## src/rtl/instr_fetch_if.sv

```systemverilog
// instr_fetch_if: iram port plus the decode valid/ready and redirect signals of the fetch stage.
interface instr_fetch_if #(
  parameter int ADDRESS_BUS_WIDTH = 24,
  parameter int INSTRUCTION_WIDTH = 33
);
  logic                         run;
  logic [ADDRESS_BUS_WIDTH-1:0] iram_address;
  logic                         iram_read_not_write;
  logic [INSTRUCTION_WIDTH-1:0] iram_data;
  logic                         instr_valid;
  logic [INSTRUCTION_WIDTH-1:0] instr;
  logic [ADDRESS_BUS_WIDTH-1:0] instr_pc;
  logic                         instr_ready;
  logic                         redirect_valid;
  logic [ADDRESS_BUS_WIDTH-1:0] redirect_pc;
  modport master (
    input  run, iram_data, instr_ready, redirect_valid, redirect_pc,
    output iram_address, iram_read_not_write, instr_valid, instr, instr_pc
  );
  modport slave (
    output run, iram_data, instr_ready, redirect_valid, redirect_pc,
    input  iram_address, iram_read_not_write, instr_valid, instr, instr_pc
  );
endinterface

```

## src/rtl/instr_fetch.sv

```systemverilog
// instr_fetch: PC owner issuing iram reads and queueing returned words in a 2-entry buffer for decode.
module instr_fetch #(
  parameter int                           ADDRESS_BUS_WIDTH = 24,
  parameter int                           INSTRUCTION_WIDTH = 33,
  parameter logic [ADDRESS_BUS_WIDTH-1:0] PC_RESET          = '0
) (
  input logic            clk,
  input logic            rst,
  instr_fetch_if.master  bus
);
  localparam int AW = ADDRESS_BUS_WIDTH;
  localparam int IW = INSTRUCTION_WIDTH;
  logic [AW-1:0] r_pc, r_fl_pc, r_b0_pc, r_b1_pc;
  logic [IW-1:0] r_b0, r_b1;
  logic          r_inflight;
  logic [1:0]    r_count;
  logic          w_pop, w_issue;
  logic [1:0]    w_after;
  // Credit uses occupancy after this cycle's pop so a draining decode sees no bubbles.
  always_comb begin
    w_pop   = (r_count != 2'd0) && bus.instr_ready;
    w_after = r_count - {1'b0, w_pop};
    w_issue = bus.run && !bus.redirect_valid && ((w_after + {1'b0, r_inflight}) < 2'd2);
  end
  assign bus.iram_address        = r_pc;
  assign bus.iram_read_not_write = 1'b1;
  assign bus.instr_valid         = r_count != 2'd0;
  assign bus.instr               = r_b0;
  assign bus.instr_pc            = r_b0_pc;
  always_ff @(posedge clk or posedge rst) begin
    if (rst) begin
      r_pc       <= PC_RESET;
      r_fl_pc    <= '0;
      r_inflight <= 1'b0;
      r_count    <= 2'd0;
      r_b0       <= '0;
      r_b0_pc    <= '0;
      r_b1       <= '0;
      r_b1_pc    <= '0;
    end else if (bus.redirect_valid) begin
      r_pc       <= bus.redirect_pc;
      r_inflight <= 1'b0;
      r_count    <= 2'd0;
    end else begin
      r_pc       <= w_issue ? r_pc + AW'(1) : r_pc;
      r_fl_pc    <= w_issue ? r_pc : r_fl_pc;
      r_inflight <= w_issue;
      r_count    <= w_after + {1'b0, r_inflight};
      r_b0       <= (r_inflight && w_after == 2'd0) ? bus.iram_data :
                    (w_pop && r_count == 2'd2) ? r_b1 : r_b0;
      r_b0_pc    <= (r_inflight && w_after == 2'd0) ? r_fl_pc :
                    (w_pop && r_count == 2'd2) ? r_b1_pc : r_b0_pc;
      r_b1       <= (r_inflight && w_after == 2'd1) ? bus.iram_data : r_b1;
      r_b1_pc    <= (r_inflight && w_after == 2'd1) ? r_fl_pc : r_b1_pc;
    end
  end
endmodule
```

## src/flat_wrapper.sv

```systemverilog
// flat-port wrapper written by rule: the top's interface ports become plain ports
module instr_fetch_flat 
#(
  parameter int                           ADDRESS_BUS_WIDTH = 24,
  parameter int                           INSTRUCTION_WIDTH = 33,
  parameter logic [ADDRESS_BUS_WIDTH-1:0] PC_RESET          = '0
)
  (clk, rst, bus_run, bus_iram_data, bus_instr_ready, bus_redirect_valid, bus_redirect_pc, bus_iram_address, bus_iram_read_not_write, bus_instr_valid, bus_instr, bus_instr_pc);
  instr_fetch_if #(.ADDRESS_BUS_WIDTH(ADDRESS_BUS_WIDTH), .INSTRUCTION_WIDTH(INSTRUCTION_WIDTH)) bus_i ();
  input logic clk;
  input logic rst;
  input wire logic [$bits(bus_i.run)-1:0] bus_run;
  input wire logic [$bits(bus_i.iram_data)-1:0] bus_iram_data;
  input wire logic [$bits(bus_i.instr_ready)-1:0] bus_instr_ready;
  input wire logic [$bits(bus_i.redirect_valid)-1:0] bus_redirect_valid;
  input wire logic [$bits(bus_i.redirect_pc)-1:0] bus_redirect_pc;
  output wire logic [$bits(bus_i.iram_address)-1:0] bus_iram_address;
  output wire logic [$bits(bus_i.iram_read_not_write)-1:0] bus_iram_read_not_write;
  output wire logic [$bits(bus_i.instr_valid)-1:0] bus_instr_valid;
  output wire logic [$bits(bus_i.instr)-1:0] bus_instr;
  output wire logic [$bits(bus_i.instr_pc)-1:0] bus_instr_pc;
  assign bus_i.run = bus_run;
  assign bus_i.iram_data = bus_iram_data;
  assign bus_i.instr_ready = bus_instr_ready;
  assign bus_i.redirect_valid = bus_redirect_valid;
  assign bus_i.redirect_pc = bus_redirect_pc;
  assign bus_iram_address = bus_i.iram_address;
  assign bus_iram_read_not_write = bus_i.iram_read_not_write;
  assign bus_instr_valid = bus_i.instr_valid;
  assign bus_instr = bus_i.instr;
  assign bus_instr_pc = bus_i.instr_pc;
  instr_fetch #(.ADDRESS_BUS_WIDTH(ADDRESS_BUS_WIDTH), .INSTRUCTION_WIDTH(INSTRUCTION_WIDTH), .PC_RESET(PC_RESET)) u_core (.clk(clk), .rst(rst), .bus(bus_i));
endmodule
```

## config.mk

```make
export PLATFORM = sky130hd
export DESIGN_NAME = instr_fetch_flat
export DESIGN_NICKNAME = d
export VERILOG_FILES = /design/src/rtl/instr_fetch_if.sv /design/src/rtl/instr_fetch.sv /design/src/flat_wrapper.sv
export SDC_FILE = /design/constraint.sdc
export NUM_CORES = 1
export LEC_CHECK = 0
export ABC_CLOCK_PERIOD_IN_PS = 7850
export CORE_ASPECT_RATIO = 1.2
export CORE_MARGIN = 5
export CORE_UTILIZATION = 52
export DETAILED_ROUTE_END_ITERATION = 12
export PLACE_DENSITY = 0.8
export SLEW_MARGIN = 20
export SYNTH_ARGS = -nofsm -noshare
export SYNTH_HDL_FRONTEND = slang
export SYNTH_SLANG_ARGS = --single-unit
```

## constraint.sdc

```tcl
create_clock -name clk -period 7.85 [get_ports clk]
set_input_delay 1.9625 -clock clk [delete_from_list [all_inputs] [get_ports clk]]
set_output_delay 1.9625 -clock clk [all_outputs]
set_load 0.02 [all_outputs]
```

; After elaboration in Yosys (flattened, before gate mapping)
; Cells that the tools add are included.
[word_totals]
ff_bits = 165
out_inout_bits = 83
elab_cells = 37
[op_classes]
n_eq_ne = 2
bitwise = 1
mux = 8
n_lt_le_gt_ge = 1
n_reduce_logical = 14
add_sub_neg = 3
[op_table]
columns = cell, count
row1 = 2-to-1 mux 24 bit, 4
row2 = 2-to-1 mux 33 bit, 2
row3 = "adder 24 x 1 -> 24 bit, second input constant", 1
row4 = logical AND 1 bit, 6
row5 = AND reduction 2 bit, 3
row6 = nonzero test 2 bit, 3
row7 = adder 2 x 1 -> 2 bit, 1
row8 = "== test 2 x 1 -> 1 bit, second input constant", 1
row9 = "== test 2 bit, second input constant", 1
row10 = zero test 2 bit, 1
row11 = "less-than comparator 2 bit, second input constant", 1
row12 = 2-to-1 mux 2 bit, 1
row13 = subtractor 2 x 1 -> 2 bit, 1
row14 = zero test 1 bit, 1
row15 = 2-to-1 mux 1 bit, 1
row16 = inverter 1 bit, 1

; Depth between registers and ports, before layout
[depth]
ltp_word = 8
depth_mapped = 10
ltp_nobuf = 7

; Least setup slack after synthesis
; Ideal clock, no wire load.
[synth_timing]
path_type = in2reg
from = input bus_instr_ready
to = register u_core.r_fl_pc[10]
cell_stages = 8
path_slack_ns = 3.988
arrival_ns = 3.738
path_cell_list = and2_1 -> ha_1 -> nor2b_1 -> clkbuf_1 -> xor2_1 -> nor3_2 -> buf_2 -> mux2_2
[synth_via]
elab_chain_cells = 6
[synth_rtl]
columns = item, line
row1 = "start, declared", flat_wrapper.sv:14  ; input wire logic [$bits(bus_i.instr_ready)-1:0] bus_instr_ready;
row2 = logical AND 1 bit, instr_fetch.sv:21  ; w_pop = (r_count != 2'd0) && bus.instr_ready;
row3 = subtractor 2 x 1 -> 2 bit, instr_fetch.sv:22  ; w_after = r_count - {1'b0, w_pop};
row4 = adder 2 x 1 -> 2 bit, instr_fetch.sv:23  ; w_issue = bus.run && !bus.redirect_valid && ((w_after + {1'b0, r_inflight}) < 2'd2);
row5 = less-than comparator 2 bit, instr_fetch.sv:23
row6 = logical AND 1 bit, instr_fetch.sv:23
row7 = AND reduction 2 bit (no line), --
row8 = "end signal, assigned", instr_fetch.sv:46  ; r_fl_pc <= w_issue ? r_pc : r_fl_pc;
row9 = "end, declared", instr_fetch.sv:13  ; logic [AW-1:0] r_pc, r_fl_pc, r_b0_pc, r_b1_pc;
; Every way passes these cells.
; A chain may end at the register's enable or synchronous reset.

; Worst setup path in the final report
[layout_timing]
from = input bus_instr_ready
to = register u_core.r_fl_pc[23]
; Same word-level chain as after synthesis.

==> results.md <==
- Pint: 2.49 mW
- Worst min-delay path class: flop to flop
- Power share of the sequential group: 0.387
- Leakage: 4.28 nW
- DRT iter0 DRCs: 504
- Root Buffer: clkbuf_16
- PD cells: 394 nW/um2
- Critical path depth in cells: 8
- # rows: 48
- WP data arrival: 4.93 ns
- DIE HEIGHT: 141 um
- GP Congestion: 0.854
- Post-Layout Cell Count: 949
- Io pins: 145
- Origin of the critical flop-to-flop path: u_core.r_count[1]$_DFF_PP0_
- Ant diodes: 0
- Crit Path Max Fanout: 29
- Synth async-reset ratio: 1.00
- Synth top cells by count: dfrtp_1, mux2_2, nor2_1, a21oi_1, mux2i_1
- Fmax: 216 MHz
- Cell Area, Synth: 7470 um2
- Nets@finish: 826
- Crit-path slowest cell: nor3_4
- Skew final: 0.00687 ns
- Number of setup violations in the final report: 0
- Placed Area: 8950 um2
- Cell chain of the critical path: clkdlybuf4s50_1 > and2_1 > ha_1 > nor2b_1 > xor2_4 > nor3_4 > buf_8 > mux2_2
- Hold EP: u_core.r_b1[22]$_DFFE_PP0P_
- DR pass1 iterations: 5
- Worst-Margin Slew: 1.02 ns
- Clk pwr share: 0.223
- Hold path depth: 1
- Vias in the first global route: 5776
- Layout cells sized above 1: 0.168
- Gr ovfl total: 0
- Antenna-violating nets left: 0
- Synth top area share: 0.553
- DR vias/cell: 5.94
- Clock transition at path regs: 0.06 ns
- Avg Inst Size Synth: 11.7 um2
- Synth area leader: dfrtp_1
- PortBufs: 143
- Die width: 119 um
- Global-route usage over all layers: 0.217
- TritonCTS Buffers: 17
- Initial antenna violation count: 0
- Post-place setup slack: 2.49 ns
- DRC: 0
- EDFF count, synth: 0
- Sw Ratio: 0.345
- Drt total wl: 18100 um
- # H-tree levels: 4
- HPWL Detailed: 12000 um
- Finished Cell Area: 9640 um2
- Reg2reg end: u_core.r_fl_pc[23]$_DFFE_PP0P_
- Setup WS post-layout: 3.21 ns
- Starting Density: 0.525
- Hold Buf Count CTS: 0
- Sequential area share after synthesis: 0.553
- Worst rel slew slack: 0.320
- Gates resized, CTS repair: 0
- CORE AREA: 14200 um2
- Per-cell routed wire length: 19.1 um
- TritonCTS clock tree: built
- Final period util: 0.591
- Peak VDD IR: 0.176 mV
- Total of max-cap violations: 0
- Syn Nets: 700
- Synthesis Warnings: 0
- Net Switching: 1.31 mW
- WP buf/inv: 2
- Via count: 5634
- RSZ-0062 raised after global routing: no
- Outcome: complete, no violations
- DP Cell Count: 915
- Post-Synthesis Cells: 636
- Post-CTS setup buffers: 0
- Critical path startpoint category: primary input
- R2R cell count: 8
- Worst skew pair latency: 0.41 ns
- Cell family with most CP delay: simple AND/OR/NAND/NOR gates
- Top cells by area, synth: dfrtp_1, mux2_2, mux2i_1
- Combinational Power Share: 0.390
- CTS sink cnt: 165
- Top FF cell, synth: dfrtp_1
- CP Capture Type: flop
- Most common cell in the netlist: dfrtp_1
- Area Overhead vs Synth: 29.1%
- First-pass GRT wire length: 29500 um
- Die area: 16900 um2
- Min Tclk post-route: 4.64 ns
- Req. time, crit path: 8.14 ns
- R2r setup slk: 4.43 ns
- Synthesized flop and latch total: 165
- Hold Fails Final Rpt: 0
- Largest net degree at the start of global routing: 112
- Hold Path Origin: u_core.r_b1[22]$_DFFE_PP0P_
- Max clock buf depth: 2
- Slew Limit Fails: 0
- Kind of critical path: primary input to flop
- Final hold slack: 0.504 ns
- Netlist cell types: 53
- Setup TNS: 0 ns
- Delay of the slowest critical-path stage: 0.56 ns
-- logic make-up after synthesis --
logic type	after synthesis	synth area share
xor+xnor	3	0.00452
fa+ha+maj	2	0.00335
simple gates	162	0.112
mux	138	0.199
flops	165	0.553
buf+inv	56	0.0390
other cells	1	0.000502
compound gates	109	0.0896
-- power groups by stage --
stage / logic [mW] / registers [mW] / clock network, mW
6_report: 1.48 / 1.47 / 0.845
5_1_grt: 1.61 / 1.52 / 0.896
4_1_cts: 1.48 / 1.47 / 0.860
3_5_place_dp: 1.47 / 1.49 / 0
3_3_place_gp: 1.42 / 1.46 / 0
2_1_floorplan: 0.732 / 1.63 / 0
-- through the flow --
step	utilization	total power, mW
after floorplan	-	2.36
after global placement	0.629	2.88
after detailed placement	0.629	2.96
after CTS	0.672	3.81
after global routing	0.677	4.02
final	0.677	3.80
-- cell type report --
type	instances	area, um2
Fill cell	1039	4590
Clock buffer	23	488
Sequential cell	165	4130
Timing Repair Buffer	152	1550
Clock inverter	8	123
Inverter	11	46.3
Multi-Input combinational cell	415	3090
Tap cell	175	219
-- placed cells by master (no fill, tap or decap), drive strengths merged, types with 3 or more instances in the layout --
master | Yosys | layout
o2111ai | 3 | 3
nand3 | 15 | 15
mux2i | 57 | 57
nand2 | 7 | 7
buf | 23 | 9
o31ai | 9 | 9
or4 | 8 | 8
a21oi | 58 | 58
nand4 | 14 | 14
and4 | 4 | 4
a31oi | 15 | 15
a41o | 3 | 3
o41ai | 6 | 6
a22oi | 4 | 4
and3 | 5 | 5
inv | 11 | 11
nor2 | 77 | 77
o21ai | 5 | 5
clkinvlp | 0 | 3
nor4 | 3 | 3
clkbuf | 21 | 23
mux2 | 81 | 81
bufinv | 0 | 3
dfrtp | 165 | 165
clkdlybuf4s50 | 0 | 143
nand4b | 3 | 3
nor3 | 5 | 5
nor2b | 9 | 9
-- how the worst max path moves through the flow --
stage / start / endpoint / slack [ns]
global route: bus_instr_ready / u_core.r_fl_pc[23]$_DFFE_PP0P_ / 3.04
detailed placement: bus_instr_ready / u_core.r_fl_pc[3]$_DFFE_PP0P_ / 2.49
floorplan: rst / u_core.bus.instr[0]$_DFFE_PP0P_ / 1.43
global placement: bus_instr_ready / u_core.r_fl_pc[21]$_DFFE_PP0P_ / 2.67
CTS: bus_instr_ready / u_core.r_fl_pc[3]$_DFFE_PP0P_ / 2.87
finish: bus_instr_ready / u_core.r_fl_pc[23]$_DFFE_PP0P_ / 3.21
-- routing by layer --
metal	vias up	share of wire	GRT usage
met1	2786	0.43	0.284
li1	2563	-	-
met4	0	0.018	0.0778
met3	28	0.065	0.0518
met2	257	0.49	0.354
met5	-	0	0
-- sequential cells by signal (all words and copies together) (netlist names) --
register	cells
u_core.bus.instr	33
u_core.r_b1	33
u_core.bus.instr_pc	24
u_core.bus.iram_address	24
u_core.r_b1_pc	24
u_core.r_fl_pc	24
u_core.r_count	2
u_core.r_inflight	1
(Power assumes the default switching activity.)
